$ cat config.mk
export PLATFORM = sky130hd
export DESIGN_NAME = cam_frame_gen_flat
export DESIGN_NICKNAME = d
export VERILOG_FILES = /design/src/rtl/cam_pkg.sv /design/src/rtl/cam_frame_gen_if.sv /design/src/rtl/cam_frame_gen_timing.sv /design/src/rtl/cam_frame_gen.sv /design/src/flat_wrapper.sv
export SDC_FILE = /design/constraint.sdc
export NUM_CORES = 1
export LEC_CHECK = 0
export CORE_MARGIN = 1
export CORE_UTILIZATION = 59
export CTS_CLUSTER_DIAMETER = 120
export DETAILED_ROUTE_END_ITERATION = 10
export PLACE_DENSITY = 0.9
export REMOVE_ABC_BUFFERS = 1
export SYNTH_ARGS = -nofsm -noshare
export SYNTH_HDL_FRONTEND = slang
export SYNTH_HIERARCHICAL = 1
export SYNTH_SLANG_ARGS = --single-unit
$ cat constraint.sdc
create_clock -name VGA_CLK -period 3.8 [get_ports VGA_CLK]
set_input_delay 0.76 -clock VGA_CLK [delete_from_list [all_inputs] [get_ports VGA_CLK]]
set_output_delay 0.76 -clock VGA_CLK [all_outputs]
set_load 0.01 [all_outputs]
$ cat src/rtl/cam_pkg.sv
// Shared types and default 640x480 timing for the camera test-frame generator.
package cam_pkg;

    typedef enum logic [1:0] {
        SOLID   = 2'd0,
        HRAMP   = 2'd1,
        VRAMP   = 2'd2,
        CHECKER = 2'd3
    } pattern_e;

    localparam int DEF_H_ACTIVE = 640;
    localparam int DEF_H_FP     = 16;
    localparam int DEF_H_SW     = 96;
    localparam int DEF_H_BP     = 48;
    localparam int DEF_V_ACTIVE = 480;
    localparam int DEF_V_FP     = 10;
    localparam int DEF_V_SW     = 2;
    localparam int DEF_V_BP     = 33;

    // Counters never go below 8 bits so the ramp patterns can use the low byte directly.
    function automatic int cnt_width(input int total);
        int w;
        w = $clog2(total);
        return (w < 8) ? 8 : w;
    endfunction

endpackage

$ cat src/rtl/cam_frame_gen_if.sv
// Control and video signal bundle between the frame generator and its user.
interface cam_frame_gen_if;

    logic       EN;
    logic [1:0] MODE;
    logic [7:0] LEVEL;
    logic       H_SYNC;
    logic       V_SYNC;
    logic       DE;
    logic [7:0] pixel;
    logic [7:0] FRAME_CNT;
    logic       FRAME_DONE;

    modport master (
        output EN, MODE, LEVEL,
        input  H_SYNC, V_SYNC, DE, pixel, FRAME_CNT, FRAME_DONE
    );

    modport slave (
        input  EN, MODE, LEVEL,
        output H_SYNC, V_SYNC, DE, pixel, FRAME_CNT, FRAME_DONE
    );

endinterface

$ cat src/rtl/cam_frame_gen_timing.sv
// Raster counters with unregistered sync/DE decode and a frame-boundary strobe.
module vga_timing
    import cam_pkg::*;
#(
    parameter int H_ACTIVE = DEF_H_ACTIVE,
    parameter int H_FP     = DEF_H_FP,
    parameter int H_SW     = DEF_H_SW,
    parameter int H_BP     = DEF_H_BP,
    parameter int V_ACTIVE = DEF_V_ACTIVE,
    parameter int V_FP     = DEF_V_FP,
    parameter int V_SW     = DEF_V_SW,
    parameter int V_BP     = DEF_V_BP
) (
    input  logic       i_clk,
    input  logic       i_rst,
    input  logic       i_run,
    output logic [7:0] o_h_lsb,
    output logic [7:0] o_v_lsb,
    output logic       o_hsync_n,
    output logic       o_vsync_n,
    output logic       o_de,
    output logic       o_frame_end
);

    localparam int H_TOTAL = H_ACTIVE + H_FP + H_SW + H_BP;
    localparam int V_TOTAL = V_ACTIVE + V_FP + V_SW + V_BP;
    localparam int HW      = cnt_width(H_TOTAL);
    localparam int VW      = cnt_width(V_TOTAL);

    localparam logic [HW-1:0] H_LAST     = HW'(H_TOTAL - 1);
    localparam logic [HW-1:0] H_VIS      = HW'(H_ACTIVE);
    localparam logic [HW-1:0] H_SYNC_BEG = HW'(H_ACTIVE + H_FP);
    localparam logic [HW-1:0] H_SYNC_END = HW'(H_ACTIVE + H_FP + H_SW);
    localparam logic [HW-1:0] H_ONE      = HW'(1);
    localparam logic [VW-1:0] V_LAST     = VW'(V_TOTAL - 1);
    localparam logic [VW-1:0] V_VIS      = VW'(V_ACTIVE);
    localparam logic [VW-1:0] V_SYNC_BEG = VW'(V_ACTIVE + V_FP);
    localparam logic [VW-1:0] V_SYNC_END = VW'(V_ACTIVE + V_FP + V_SW);
    localparam logic [VW-1:0] V_ONE      = VW'(1);

    logic [HW-1:0] r_h_cnt;
    logic [VW-1:0] r_v_cnt;
    logic          w_h_last;
    logic          w_v_last;

    // End-of-line and end-of-frame position flags.
    always_comb begin
        w_h_last = (r_h_cnt == H_LAST);
        w_v_last = (r_v_cnt == V_LAST);
    end

    // Raster position; held at the origin whenever the generator is parked.
    always_ff @(posedge i_clk or posedge i_rst) begin
        if (i_rst) begin
            r_h_cnt <= '0;
            r_v_cnt <= '0;
        end else if (!i_run) begin
            r_h_cnt <= '0;
            r_v_cnt <= '0;
        end else if (w_h_last) begin
            r_h_cnt <= '0;
            r_v_cnt <= w_v_last ? '0 : (r_v_cnt + V_ONE);
        end else begin
            r_h_cnt <= r_h_cnt + H_ONE;
        end
    end

    // Decode of the current position; the parent registers these.
    always_comb begin
        o_h_lsb     = r_h_cnt[7:0];
        o_v_lsb     = r_v_cnt[7:0];
        o_hsync_n   = !((r_h_cnt >= H_SYNC_BEG) && (r_h_cnt < H_SYNC_END));
        o_vsync_n   = !((r_v_cnt >= V_SYNC_BEG) && (r_v_cnt < V_SYNC_END));
        o_de        = (r_h_cnt < H_VIS) && (r_v_cnt < V_VIS);
        o_frame_end = i_run && w_h_last && w_v_last;
    end

endmodule

$ cat src/rtl/cam_frame_gen.sv
// Test-pattern video source: raster timing plus pattern, enable and frame counting.
module cam_frame_gen
    import cam_pkg::*;
#(
    parameter int H_ACTIVE = DEF_H_ACTIVE,
    parameter int H_FP     = DEF_H_FP,
    parameter int H_SW     = DEF_H_SW,
    parameter int H_BP     = DEF_H_BP,
    parameter int V_ACTIVE = DEF_V_ACTIVE,
    parameter int V_FP     = DEF_V_FP,
    parameter int V_SW     = DEF_V_SW,
    parameter int V_BP     = DEF_V_BP
) (
    input  logic           VGA_CLK,
    input  logic           RST,
    cam_frame_gen_if.slave cam_bus
);

    logic [7:0] w_h_lsb;
    logic [7:0] w_v_lsb;
    logic       w_hsync_n;
    logic       w_vsync_n;
    logic       w_de;
    logic       w_frame_end;
    logic       w_sample;
    logic [7:0] w_pattern;

    logic       r_run;
    pattern_e   r_mode;
    logic [7:0] r_level;
    logic       r_hsync;
    logic       r_vsync;
    logic       r_de;
    logic [7:0] r_pixel;
    logic [7:0] r_frame_cnt;
    logic       r_frame_done;

    vga_timing #(
        .H_ACTIVE (H_ACTIVE),
        .H_FP     (H_FP),
        .H_SW     (H_SW),
        .H_BP     (H_BP),
        .V_ACTIVE (V_ACTIVE),
        .V_FP     (V_FP),
        .V_SW     (V_SW),
        .V_BP     (V_BP)
    ) u_timing (
        .i_clk       (VGA_CLK),
        .i_rst       (RST),
        .i_run       (r_run),
        .o_h_lsb     (w_h_lsb),
        .o_v_lsb     (w_v_lsb),
        .o_hsync_n   (w_hsync_n),
        .o_vsync_n   (w_vsync_n),
        .o_de        (w_de),
        .o_frame_end (w_frame_end)
    );

    // Settings are taken every clock while parked, otherwise only on the last clock of a frame.
    assign w_sample = ~r_run | w_frame_end;

    // Pattern value for the current position under the latched mode.
    always_comb begin
        w_pattern = 8'h00;
        case (r_mode)
            SOLID:   w_pattern = r_level;
            HRAMP:   w_pattern = w_h_lsb;
            VRAMP:   w_pattern = w_v_lsb;
            CHECKER: w_pattern = (w_h_lsb[3] ^ w_v_lsb[3]) ? 8'hFF : 8'h00;
            default: w_pattern = 8'h00;
        endcase
    end

    // Run enable and pattern settings for the frame about to start.
    always_ff @(posedge VGA_CLK or posedge RST) begin
        if (RST) begin
            r_run   <= 1'b0;
            r_mode  <= SOLID;
            r_level <= 8'h00;
        end else if (w_sample) begin
            r_run   <= cam_bus.EN;
            r_mode  <= pattern_e'(cam_bus.MODE);
            r_level <= cam_bus.LEVEL;
        end
    end

    // Output stage: one clock behind the counters, idle levels while parked.
    always_ff @(posedge VGA_CLK or posedge RST) begin
        if (RST) begin
            r_hsync      <= 1'b1;
            r_vsync      <= 1'b1;
            r_de         <= 1'b0;
            r_pixel      <= 8'h00;
            r_frame_cnt  <= 8'h00;
            r_frame_done <= 1'b0;
        end else begin
            r_hsync      <= r_run ? w_hsync_n : 1'b1;
            r_vsync      <= r_run ? w_vsync_n : 1'b1;
            r_de         <= r_run & w_de;
            r_pixel      <= (r_run && w_de) ? w_pattern : 8'h00;
            r_frame_done <= w_frame_end;
            if (w_frame_end) begin
                r_frame_cnt <= r_frame_cnt + 8'd1;
            end
        end
    end

    assign cam_bus.H_SYNC     = r_hsync;
    assign cam_bus.V_SYNC     = r_vsync;
    assign cam_bus.DE         = r_de;
    assign cam_bus.pixel      = r_pixel;
    assign cam_bus.FRAME_CNT  = r_frame_cnt;
    assign cam_bus.FRAME_DONE = r_frame_done;

endmodule

$ cat src/flat_wrapper.sv
// flat-port wrapper written by rule: the top's interface ports become plain ports
module cam_frame_gen_flat import cam_pkg::*;
#(
    parameter int H_ACTIVE = DEF_H_ACTIVE,
    parameter int H_FP     = DEF_H_FP,
    parameter int H_SW     = DEF_H_SW,
    parameter int H_BP     = DEF_H_BP,
    parameter int V_ACTIVE = DEF_V_ACTIVE,
    parameter int V_FP     = DEF_V_FP,
    parameter int V_SW     = DEF_V_SW,
    parameter int V_BP     = DEF_V_BP
)
  (VGA_CLK, RST, cam_bus_EN, cam_bus_MODE, cam_bus_LEVEL, cam_bus_H_SYNC, cam_bus_V_SYNC, cam_bus_DE, cam_bus_pixel, cam_bus_FRAME_CNT, cam_bus_FRAME_DONE);
  cam_frame_gen_if cam_bus_i ();
  input  logic VGA_CLK;
  input  logic RST;
  input wire logic [$bits(cam_bus_i.EN)-1:0] cam_bus_EN;
  input wire logic [$bits(cam_bus_i.MODE)-1:0] cam_bus_MODE;
  input wire logic [$bits(cam_bus_i.LEVEL)-1:0] cam_bus_LEVEL;
  output wire logic [$bits(cam_bus_i.H_SYNC)-1:0] cam_bus_H_SYNC;
  output wire logic [$bits(cam_bus_i.V_SYNC)-1:0] cam_bus_V_SYNC;
  output wire logic [$bits(cam_bus_i.DE)-1:0] cam_bus_DE;
  output wire logic [$bits(cam_bus_i.pixel)-1:0] cam_bus_pixel;
  output wire logic [$bits(cam_bus_i.FRAME_CNT)-1:0] cam_bus_FRAME_CNT;
  output wire logic [$bits(cam_bus_i.FRAME_DONE)-1:0] cam_bus_FRAME_DONE;
  assign cam_bus_i.EN = cam_bus_EN;
  assign cam_bus_i.MODE = cam_bus_MODE;
  assign cam_bus_i.LEVEL = cam_bus_LEVEL;
  assign cam_bus_H_SYNC = cam_bus_i.H_SYNC;
  assign cam_bus_V_SYNC = cam_bus_i.V_SYNC;
  assign cam_bus_DE = cam_bus_i.DE;
  assign cam_bus_pixel = cam_bus_i.pixel;
  assign cam_bus_FRAME_CNT = cam_bus_i.FRAME_CNT;
  assign cam_bus_FRAME_DONE = cam_bus_i.FRAME_DONE;
  cam_frame_gen #(.H_ACTIVE(H_ACTIVE), .H_FP(H_FP), .H_SW(H_SW), .H_BP(H_BP), .V_ACTIVE(V_ACTIVE), .V_FP(V_FP), .V_SW(V_SW), .V_BP(V_BP)) u_core (.VGA_CLK(VGA_CLK), .RST(RST), .cam_bus(cam_bus_i));
endmodule
=== Word-level counts from Yosys, hierarchy flattened ===
Index checks and enable logic that the tools add are counted.

* Input port bits: 13
* Output and inout bits: 20
* Flip-flop bits (word level): 51
* Word-level logic and storage cells: 49

* Reduce and logical (&&, ||, !) cells: 9
* Magnitude comparators: 6
* Bitwise operators: 4
* Mux-type cells: 10
* Equality and inequality tests: 6
* $add $sub $neg: 3

{| class="wikitable"
|+ Operators with widths
! kind !! count
|-
| $mux W10 || 5
|-
| $pmux W8 S4 || 1
|-
| $add A10 B1 Y10 const B || 2
|-
| $eq A10 B10 Y1 const B || 2
|-
| $lt A10 B10 Y1 const B || 2
|-
| $lt A10 B9 Y1 const B || 2
|-
| $mux W8 || 2
|-
| $ge A10 B10 Y1 const B || 1
|-
| $ge A10 B9 Y1 const B || 1
|-
| $add A8 B1 Y8 const B || 1
|-
| $logic_and A1 B1 Y1 || 6
|-
| $eq A2 B2 Y1 const B || 2
|-
| $eq A2 B1 Y1 const B || 1
|-
| $logic_not A1 Y1 || 2
|-
| $logic_not A2 Y1 || 1
|-
| $mux W1 || 2
|-
| $ne A2 B2 Y1 const B || 1
|-
| $and A1 B1 Y1 || 1
|-
| $not A1 Y1 || 1
|-
| $or A1 B1 Y1 || 1
|-
| $xor A1 B1 Y1 || 1
|}

=== Logic depth before layout (Yosys ltp) ===
Gate-level depths: netlist of run 1.

* Depth after elaboration: 4
* Gate-level depth with buffers: 9
* Mapped depth without buffers: 7

=== Modules after synthesis ===
The synthesis of run 1 kept the hierarchy.

{| class="wikitable"
|+ Modules (own cells, without submodules)
! module !! seq. area each (µm²) !! area each (µm²) !! cells an instance !! instances
|-
| cam_frame_gen || 778.2 || 1320.0 || 91 || 1
|-
| vga_timing || 500.5 || 1277.5 || 138 || 1
|}

=== Least setup slack after synthesis of run 1 ===
Ideal clock, no wire load.

* Path type: reg2reg
* Start: register u_core.u_timing.r_h_cnt[0]
* End: register u_core.r_level[0]
* Slack: 1.459 ns
* Library setup time: 0.125 ns
* Required time: 3.675 ns
* Arrival: 2.216 ns
* Period minus slack after synthesis: 2.341 ns
* Path buffers: 3
* Cell stages (with the launch flop): 10
* Cell sequence: dfrtp_1 ha_1 and3_1 clkbuf_2 and4_4 buf_6 nor2b_1 nand2b_4 buf_6 mux2_2

* Word-level cells in the longest chain between the ends: 4

{| class="wikitable"
|+ Ends and longest elaborated chain
! item !! RTL line !! RTL
|-
| start, declared || cam_frame_gen_timing.sv:41 || <nowiki>logic [HW-1:0] r_h_cnt;</nowiki>
|-
| start signal, assigned || cam_frame_gen_timing.sv:64 || <nowiki>r_h_cnt <= r_h_cnt + H_ONE;</nowiki>
|-
| $eq A10 B10 Y1 || cam_frame_gen_timing.sv:48 || <nowiki>w_h_last = (r_h_cnt == H_LAST);</nowiki>
|-
| $logic_and A1 B1 Y1 (2 in a row) || cam_frame_gen_timing.sv:75 || <nowiki>o_frame_end = i_run && w_h_last && w_v_last;</nowiki>
|-
| named net u_core.w_frame_end || cam_frame_gen.sv:24 || <nowiki>logic w_frame_end;</nowiki>
|-
| $or A1 B1 Y1 || cam_frame_gen.sv:60 || <nowiki>assign w_sample = ~r_run | w_frame_end;</nowiki>
|-
| end signal, assigned || cam_frame_gen.sv:83 || <nowiki>r_level <= cam_bus.LEVEL;</nowiki>
|-
| end, declared || cam_frame_gen.sv:30 || <nowiki>logic [7:0] r_level;</nowiki>
|}

The timed path passes the listed nets, and every way through them passes these cells.
A chain may end at the register's enable or synchronous reset.

=== Final worst setup path of run 1 ===
* Start: register u_core.u_timing.r_v_cnt[4]
* End: register u_core.r_mode[1]

* Word-level cells in the longest chain between the ends: 3

{| class="wikitable"
|+ Ends and longest elaborated chain
! item !! RTL line !! RTL
|-
| start, declared || cam_frame_gen_timing.sv:42 || <nowiki>logic [VW-1:0] r_v_cnt;</nowiki>
|-
| start signal, assigned || cam_frame_gen_timing.sv:62 || <nowiki>r_v_cnt <= w_v_last ? '0 : (r_v_cnt + V_ONE);</nowiki>
|-
| $eq A10 B10 Y1 || cam_frame_gen_timing.sv:49 || <nowiki>w_v_last = (r_v_cnt == V_LAST);</nowiki>
|-
| $logic_and A1 B1 Y1 || cam_frame_gen_timing.sv:75 ||
|-
| named net u_core.w_frame_end || cam_frame_gen.sv:24 ||
|-
| $or A1 B1 Y1 || cam_frame_gen.sv:60 ||
|-
| end signal, assigned || cam_frame_gen.sv:82 || <nowiki>r_mode <= pattern_e'(cam_bus.MODE);</nowiki>
|-
| end, declared || cam_frame_gen.sv:29 || <nowiki>pattern_e r_mode;</nowiki>
|}

The timed path passes the listed nets, and every way through them passes these cells.

==> results of run 1 <==
metal layers:
metal	GRT usage, %	vias to the layer above	share of wire (%)
met5	0	-	0
met4	8.59	0	1.9
met3	5.67	11	6.3
met2	36.8	81	49
met1	33.7	872	43
li1	-	832	-
cell type report:
cell class | count | area [um2] | share of cell area (%)
inverter | 8 | 30.0 | 1.03
sequential | 51 | 1280 | 43.7
clock buffer | 5 | 68.8 | 2.35
multi-input combinational | 147 | 1110 | 38.1
clock inverter | 3 | 46.3 | 1.58
timing repair buffer | 33 | 328 | 11.2
tap | 50 | 62.6 | 2.14
power breakdown:
part	switching (mW)	internal (mW)	total, mW	leakage, nW
logic	0.0121	0.0117	0.0238	0.573
clock network	0.185	0.198	0.383	0.0548
registers	0	0.542	0.542	0.681
logic make-up after synthesis:
| kind of cell | after synthesis | synth area share [%] |
|---|---|---|
| AOI/OAI and AO/OA | 27 | 9.01 |
| buffers and inverters | 31 | 7.85 |
| muxes | 18 | 7.80 |
| DFF | 51 | 49.2 |
| and+or+nand+nor | 78 | 17.1 |
| adders and majority gates | 6 | 2.89 |
| xor gates and xnor gates | 18 | 6.07 |
worst max-delay path by stage:
stage,to,slack (ns)
after CTS,u_core/r_level[3]$_DFFE_PP0P_,1.22
after global routing,u_core/r_level[3]$_DFFE_PP0P_,1.06
after detailed placement,u_core/r_level[5]$_DFFE_PP0P_,1.29
after global placement,u_core/r_level[5]$_DFFE_PP0P_,1.35
final,u_core/r_mode[1]$_DFFE_PP0P_,1.18
after floorplan,u_core/r_level[0]$_DFFE_PP0P_,1.58
metrics by stage:
step,power (mW),setup slack (ns),utilization [%],hold WS [ns]
3_3_place_gp,0.577,1.35,68.4,0.454
4_1_cts,0.958,1.22,71.2,0.497
2_1_floorplan,0.561,1.58,-,0.473
5_1_grt,0.981,1.06,71.2,0.515
3_5_place_dp,0.578,1.29,68.4,0.479
6_report,0.949,1.18,71.2,0.484
cell usage in the layout (no fill, tap or decap), types with 2 or more instances in the layout:
master           count
nor2_1              14
nand2_1             15
o21ai_0              3
clkbuf_8             5
clkdlybuf4s50_1     32
nor3_1               4
and3_1               5
dfrtp_1             49
nand3_1             11
nand2b_1             5
nand4_1              8
xnor2_1              9
a31oi_1              8
ha_1                 6
mux2_2              17
o221a_1              7
dfstp_2              2
inv_1                8
xor2_1               9
and2_1               4
and4_1               3
registers in the layout, indices dropped and copies added, names as in the netlist:
name                       cells
u_core/cam_bus.DE              1
u_core/cam_bus.FRAME_CNT       8
u_core/cam_bus.FRAME_DONE      1
u_core/cam_bus.H_SYNC          1
u_core/cam_bus.V_SYNC          1
u_core/cam_bus.pixel           8
u_core/r_level                 8
u_core/r_mode                  2
u_core/r_run                   1
u_core/u_timing/r_h_cnt       10
u_core/u_timing/r_v_cnt       10
==> out/results.txt, run 1 <==
cts-stage hold buffer count: 0
FILL cells: 311
Yosys top cell area share: 47.2%
Die Ht: 68.4 um
DRT Pass-1 Iters: 5
worst-path fanout max: 13
vias in the first global route: 1613
R2R Path Start: u_core/u_timing/r_v_cnt[4]$_DFFE_PP0P_
ys async rst share: 100%
drt via density: 6.05
CTS max path bufs: 2
final clock skew: 0.0163 ns
Core Region: 4120 um2
Main synth FF type: dfrtp_1
Yosys top cell by area: dfrtp_1
wire per inst: 16.8 um
Syn Inst Count: 229
#FFs+latches synth: 51
slowest cell on the critical path: nor2b_1
Top-Level Pins: 33
gp weighted congestion: 0.937
CP peak stage delay: 0.60 ns
Via Count: 1796
Setup Fix Bufs, Post-CTS: 0
R2R depth: 5
Post-synth EDFFs: 0
Cells after DPL: 289
FP Rows: 23
largest net degree at the start of global routing: 31
DR iter-0 viols: 203
Die Footprint: 4670 um2
Starting Density: 63.1%
Clock Latency Late Sink: 0.31 ns
TritonCTS Buffers: 5
Yosys cell types: 42
HP Class: reg -> reg
outcome: complete, no violations
post-route minimum period: 2.62 ns
crit path buf inv count: 0
final net count: 265
hold path depth: 1
Slew Viols, Final: 0
YS warnings: 6
most common cell in the netlist: dfrtp_1
Hold Crit Endpoint: u_core/cam_bus.FRAME_CNT[7]$_DFFE_PP0P_
WS Path Type: reg -> reg
ANT nets after route: 0
Post-Syn Area: 2600 um2
ranking of synthesized cells by area: dfrtp_1, mux2_2, buf_4, o221a_1, xnor2_1
PortBufs: 32
Syn-to-layout area delta: 12.8%
Post-CTS Resized: 0
critical-path cell list: and4bb_1 -> nand4_1 -> nor2b_1 -> nand2b_4 -> mux2_2
pwr dens: 324 nW/um2
design area: 2930 um2
endpoints failing setup: 0
GR Overflow Total: 0
Critical Path Sink Type: flop
initial antenna violation count: 0
final hold vios: 0
first-pass GRT wire length: 8000 um
Avg Cell Area, Syn: 11.3 um2
min-delay src: u_core/cam_bus.FRAME_CNT[7]$_DFFE_PP0P_
synth cell count leaders: dfrtp_1, mux2_2, buf_4
Seq/Total Area, Yosys: 49.2%
period utilization: 69.0%
dpl hpwl: 3520 um
Critical Path AT: 2.82 ns
TritonCTS clock tree: done
total wire length: 4980 um
leak pwr: 1.31 nW
Crit path depth: 5
Worst Max-Slew Pin Slew: 1.12 ns
CP startpoint: u_core/u_timing/r_v_cnt[4]$_DFFE_PP0P_
# Max-Cap Violations: 0
fmax: 382 MHz
RSZ-0062 raised after global routing: false
Crit path required time: 4.00 ns
die width: 68.4 um
Reg-to-Reg End: u_core/r_mode[1]$_DFFE_PP0P_
Clock transition at path regs: 0.10 ns
root buffer cell: clkbuf_8
CP top delay family: simple AND/OR/NAND/NOR gates
GRT Util Overall: 24.2%
Non-Filler Instances: 297
Startpoint Class: flop
diode count: 0
share of cells above drive strength 1: 13.8%
clock tree sinks: 51
total number of H-tree levels: 2
setup TNS: 0 ns
# DRC: 0
R2R setup slack: 1.18 ns
placed cell area: 2810 um2
Peak VDD IR: 0.195 mV
Rel. slew slack: 25.5%
No activity file was read; power rests on OpenSTA's default activity.
==> run 2, diff against run 1 <==
CORE_UTILIZATION = 50   (was 59)
PLACE_DENSITY = 0.82   (was 0.9)
clock period = 2.15 ns   (was 3.8 ns; I/O delays follow)
==> out/results.txt, run 2 (synthesis results as in run 1) <==
Critical Path Sink Type: flop
setup TNS: 0 ns (unchanged)
Worst Max-Slew Pin Slew: 0.568 ns (-0.549 ns)
Clock transition at path regs: 0.09 ns (about the same)
Setup Fix Bufs, Post-CTS: 0 (unchanged)
ANT nets after route: 0 (unchanged)
first-pass GRT wire length: 8060 um (+0.78%)
commonest non-fill, non-tap cells in the layout: dfrtp_1, clkdlybuf4s50_1, mux2_2
root buffer cell: clkbuf_8
final hold vios: 0 (unchanged)
GR Util met3: 4.47% (-1.2 points)
pwr dens: 529 nW/um2 (+63%)
GRT Util Overall: 19.9% (-4.3 points)
initial antenna violation count: 0 (unchanged)
total number of H-tree levels: 2 (unchanged)
grt peak-use layer: met2
Rel. slew slack: 62.1% (+37 points)
Top Registers: u_core/u_timing/r_h_cnt: 10 flops, u_core/u_timing/r_v_cnt: 10 flops
Clock Latency Late Sink: 0.30 ns (about the same)
wire per inst: 15.5 um (-7.4%)
Peak VDD IR: 0.349 mV (+78%)
Startpoint Class: flop
fmax: 506 MHz (+33%)
share of cells above drive strength 1: 16.7% (+3.0 points)
endpoints failing setup: 0 (unchanged)
dpl hpwl: 3530 um (about the same)
TritonCTS Buffers: 5 (unchanged)
GR Util met2: 31.5% (-5.2 points)
cts-stage hold buffer count: 0 (unchanged)
clock tree sinks: 51 (unchanged)
post-route minimum period: 1.97 ns (-0.646 ns)
HP Class: in -> async
CP startpoint: u_core/u_timing/r_h_cnt[0]$_DFF_PP0_
Slew Viols, Final: 0 (unchanged)
R2R Path Start: u_core/u_timing/r_h_cnt[0]$_DFF_PP0_
WS Path Type: reg -> reg
gp weighted congestion: 0.910 (-2.9%)
Crit path required time: 2.34 ns (-1.66 ns)
RSZ-0062 raised after global routing: false
Critical Path AT: 2.17 ns (-0.65 ns)
drt via density: 5.63 (-7.0%)
period utilization: 91.8% (+23 points)
most common library cell in the layout ignoring fill and taps: dfrtp_1
leak pwr: 1.36 nW (+3.6%)
Post-CTS Resized: 0 (unchanged)
final net count: 275 (+3.8%)
outcome: complete, no violations
CTS max path bufs: 2 (unchanged)
Starting Density: 53.6% (-9.5 points)
total wire length: 5030 um (+1.0%)
final clock skew: 0.00674 ns (-0.00951 ns)
Top-Level Pins: 33 (unchanged)
Core Region: 4850 um2 (+18%)
placed cell area: 2910 um2 (+3.4%)
design area: 3010 um2 (+2.8%)
# DRC: 0 (unchanged)
PnR Total Power: 1.59 mW (+68%)
Via Count: 1823 (+1.5%)
TritonCTS clock tree: done
FP Rows: 25 (+8.7%)
worst-path fanout max: 11 (-2)
# Max-Cap Violations: 0 (unchanged)
GR Overflow Total: 0 (unchanged)
Die Ht: 74.1 um (+8.4%)
Die Footprint: 5490 um2 (+17%)
Syn-to-layout area delta: 15.9%
die width: 74.1 um (+8.4%)
diode count: 0 (unchanged)
DR iter-0 viols: 159 (-22%)
DRT Pass-1 Iters: 4 (-1)
vias in the first global route: 1683 (+4.3%)
largest net degree at the start of global routing: 32 (+3.2%)
PortBufs: 32 (unchanged)
M1 GR Usage: 27.3% (-6.4 points)
-- run 2: changes by cell type in the layout (fill, tap and decap cells not counted) --
cell / change
inv_6: -1
clkbuf_8: +2
bufinv_16: -1
buf_4: +10
clkbuf_1: +1
clkinvlp_4: -1
-- run 2: layout make-up --
| type | instances | area (um2) |
|---|---|---|
| Fill cell | 390 | 1840 |
| Sequential cell | 51 | 1280 |
| Multi-Input combinational cell | 147 | 1110 |
| Timing Repair Buffer | 43 | 403 |
| Clock buffer | 8 | 100 |
| Tap cell | 67 | 83.8 |
| Inverter | 8 | 30.0 |
-- run 2: metal layers --
| layer | vias to the layer above | routed length, um |
|---|---|---|
| met5 | - | 0 |
| met4 | 0 | 54 |
| met3 | 5 | 225 |
| met2 | 50 | 2480 |
| met1 | 921 | 2270 |
| li1 | 847 | - |
-- run 2: critical path, stage by stage (launching register included) --
cell      delay, ns
dfrtp_1        0.44
ha_1           0.21
and3_1         0.20
and4_4         0.22
nor2b_1        0.17
nand2b_4       0.26
mux2_2         0.36
-- run 2: final timing paths --
path / end / slack (ns) / cells after the start
max reg2reg: u_core/r_mode[0]$_DFFE_PP0P_ / 0.18 / 6
min reg2reg: u_core/cam_bus.FRAME_CNT[7]$_DFFE_PP0P_ / 0.49 / 1
max in group asynchronous: u_core/cam_bus.H_SYNC$_DFF_PP1_ / 1.29 / 3
max: u_core/r_mode[0]$_DFFE_PP0P_ / 0.18 / 6
min in group VGA_CLK: u_core/cam_bus.FRAME_CNT[7]$_DFFE_PP0P_ / 0.49 / 1
min: u_core/u_timing/r_v_cnt[5]$_DFFE_PP0P_ / 0.48 / 3
-- run 2: where the power goes --
| part | switching (mW) | leakage, nW | internal (mW) |
|---|---|---|---|
| clock | 0.298 | 0.0515 | 0.294 |
| combinational | 0.0219 | 0.623 | 0.0219 |
| sequential | 0 | 0.681 | 0.958 |
| total | 0.320 | 1.36 | 1.27 |
-- run 2: per-stage QoR --
| stage | utilization, % | setup slack [ns] | hold slack, ns | cells |
|---|---|---|---|---|
| 2_1_floorplan | - | -0.0669 | 0.394 | 206 |
| 3_3_place_gp | 60.0 | 0.229 | 0.461 | 316 |
| 3_5_place_dp | 60.0 | 0.190 | 0.463 | 316 |
| 4_1_cts | 62.1 | 0.165 | 0.485 | 324 |
| 5_1_grt | 62.1 | 0.0519 | 0.499 | 324 |
| 6_report | 62.1 | 0.176 | 0.483 | 324 |
==> run 3, diff against run 2 <==
SETUP_SLACK_MARGIN = 0.5   (was unset)
==> out/results.txt, run 3 (synthesis results as in run 1) <==
Die Footprint: 5490 um2 (unchanged)
Peak VDD IR: 0.344 mV (-1.4%)
Clock Latency Late Sink: 0.30 ns (about the same)
# Max-Cap Violations: 0 (unchanged)
period utilization: 86.9% (-5.0 points)
root buffer cell: clkbuf_8
R2R depth: 7 (+1)
Clock transition at path regs: 0.09 ns (about the same)
Final Core Density: 66.2% (+4.1 points)
post-route minimum period: 1.87 ns (-0.107 ns)
RSZ-0062 raised after global routing: true
post-place setup slack: 0.190 ns (unchanged)
wire per inst: 16.7 um (+7.7%)
CTS max path bufs: 2 (unchanged)
Syn-to-layout area delta: 23.5%
largest net degree at the start of global routing: 32 (unchanged)
Slew Viols, Final: 0 (unchanged)
hold path depth: 1
Rel. slew slack: 63.2% (+1.1 points)
DR iter-0 viols: 132 (-17%)
Startpoint Class: flop
total wire length: 5670 um (+13%)
Core Region: 4850 um2 (unchanged)
worst hold margin: 0.480 ns (-0.00352 ns)
Cells after DPL: 316 (unchanged)
total number of H-tree levels: 2 (unchanged)
Top Registers: u_core/u_timing/r_h_cnt: 10 flops, u_core/u_timing/r_v_cnt: 10 flops
fmax: 535 MHz (+5.7%)
Non-Filler Instances: 339 (+4.6%)
setup TNS: 0 ns (unchanged)
clock tree sinks: 51 (unchanged)
DRT Pass-1 Iters: 4 (unchanged)
most common library cell in the layout ignoring fill and taps: dfrtp_1
diode count: 0 (unchanged)
ANT nets after route: 0 (unchanged)
Worst Max-Slew Pin Slew: 0.552 ns (-0.0159 ns)
R2R setup slack: 0.28 ns (+0.11 ns)
Crit path required time: 2.37 ns (+0.03 ns)
R2R Path Start: u_core/u_timing/r_h_cnt[6]$_DFF_PP0_
Top-Level Pins: 33 (unchanged)
commonest non-fill, non-tap cells in the layout: dfrtp_1, buf_4, clkdlybuf4s50_1
final clock skew: 0.00590 ns (-0.000837 ns)
Starting Density: 53.6% (unchanged)
share of cells above drive strength 1: 27.2% (+10 points)
drt via density: 5.56 (-1.1%)
GRT Util Overall: 21.5% (+1.6 points)
min-delay src: u_core/cam_bus.FRAME_CNT[7]$_DFFE_PP0P_
first-pass GRT wire length: 8660 um (+7.4%)
TritonCTS Buffers: 5 (unchanged)
critical-path cell list: nor4b_4 -> and4_4 -> nor2b_4 -> buf_6 -> and3_4 -> nand4_1 -> xnor2_1
endpoints failing setup: 0 (unchanged)
Critical Path Sink Type: flop
gp weighted congestion: 0.910 (unchanged)
leak pwr: 1.53 nW (+13%)
pwr dens: 495 nW/um2 (-6.5%)
final hold vios: 0 (unchanged)
Die Ht: 74.1 um (unchanged)
GR Overflow Total: 0 (unchanged)
Reg-to-Reg End: u_core/cam_bus.FRAME_CNT[5]$_DFFE_PP0P_
CP peak stage delay: 0.43 ns (about the same)
worst-path fanout max: 4 (-7)
Hold Crit Endpoint: u_core/cam_bus.FRAME_CNT[7]$_DFFE_PP0P_
final net count: 290 (+5.5%)
HP Class: reg -> reg
outcome: complete, no violations
dpl hpwl: 3530 um (unchanged)
Via Count: 1886 (+3.5%)
initial antenna violation count: 0 (unchanged)
vias in the first global route: 1773 (+5.3%)
die width: 74.1 um (unchanged)
WS Path Type: reg -> reg
slowest cell on the critical path: dfrtp_2
# DRC: 0 (unchanged)
PortBufs: 32 (unchanged)
final setup margin: 0.283 ns (+0.107 ns)
Critical Path AT: 2.08 ns (-0.09 ns)
TritonCTS clock tree: done
FP Rows: 25 (unchanged)
-- run 3: critical path, delay by kind of cell (launching register included) --
kind | cells | cell delay [ns]
xor gates and xnor gates | 1 | 0.19
buffers and inverters | 1 | 0.13
DFF | 1 | 0.43
and+or+nand+nor | 5 | 1.04
-- run 3: report_power, final --
group	leakage, nW	total [mW]	internal [mW]	switching (mW)
combinational	0.810	0.0440	0.0221	0.0220
clock	0.0515	0.585	0.294	0.291
sequential	0.672	0.958	0.958	0
total	1.53	1.59	1.27	0.313
-- run 3: per-layer routing --
layer	part of all wire [%]	global-route usage, %
met5	0	0
met4	1.3	6.84
met3	3.9	4.61
met2	49	33.7
met1	46	29.8
-- run 3: area by class of cell --
cell class / instances / area, um2
clock buffers: 8 / 100
inverters: 8 / 30.0
well taps: 67 / 83.8
repair buffers: 57 / 518
multi-input cells: 148 / 1190
flip-flops and latches: 51 / 1290
fillers: 352 / 1640
-- run 3: what timing repair did --
action	4_1_cts	5_1_grt
cloned	1	0
endpoints found under the setup margin	41	38
hold buffers	0	0
setup buffers	13	1
pin swaps	5	8
gates resized for setup	20	17
-- run 3: metrics by stage --
step / cell area, um2 / power [mW]
floorplan: 2420 / 0.992
global placement: 2910 / 1.02
detailed placement: 2910 / 1.02
finish: 3210 / 1.59
CTS: 3160 / 1.60
global route: 3210 / 1.64
-- run 3: worst max path at each step --
stage | start | end | slack [ns] | cells past startpoint
after floorplan | u_core/u_timing/r_h_cnt[0]$_DFF_PP0_ | u_core/r_level[0]$_DFFE_PP0P_ | -0.07 | 6
after global placement | u_core/u_timing/r_h_cnt[6]$_DFF_PP0_ | u_core/r_level[2]$_DFFE_PP0P_ | 0.23 | 5
after detailed placement | u_core/u_timing/r_h_cnt[0]$_DFF_PP0_ | u_core/cam_bus.FRAME_CNT[5]$_DFFE_PP0P_ | 0.19 | 8
after CTS | u_core/u_timing/r_h_cnt[7]$_DFF_PP0_ | u_core/r_level[2]$_DFFE_PP0P_ | 0.33 | 5
after global routing | u_core/u_timing/r_h_cnt[6]$_DFF_PP0_ | u_core/cam_bus.FRAME_CNT[5]$_DFFE_PP0P_ | 0.23 | 7
final | u_core/u_timing/r_h_cnt[6]$_DFF_PP0_ | u_core/cam_bus.FRAME_CNT[5]$_DFFE_PP0P_ | 0.28 | 7
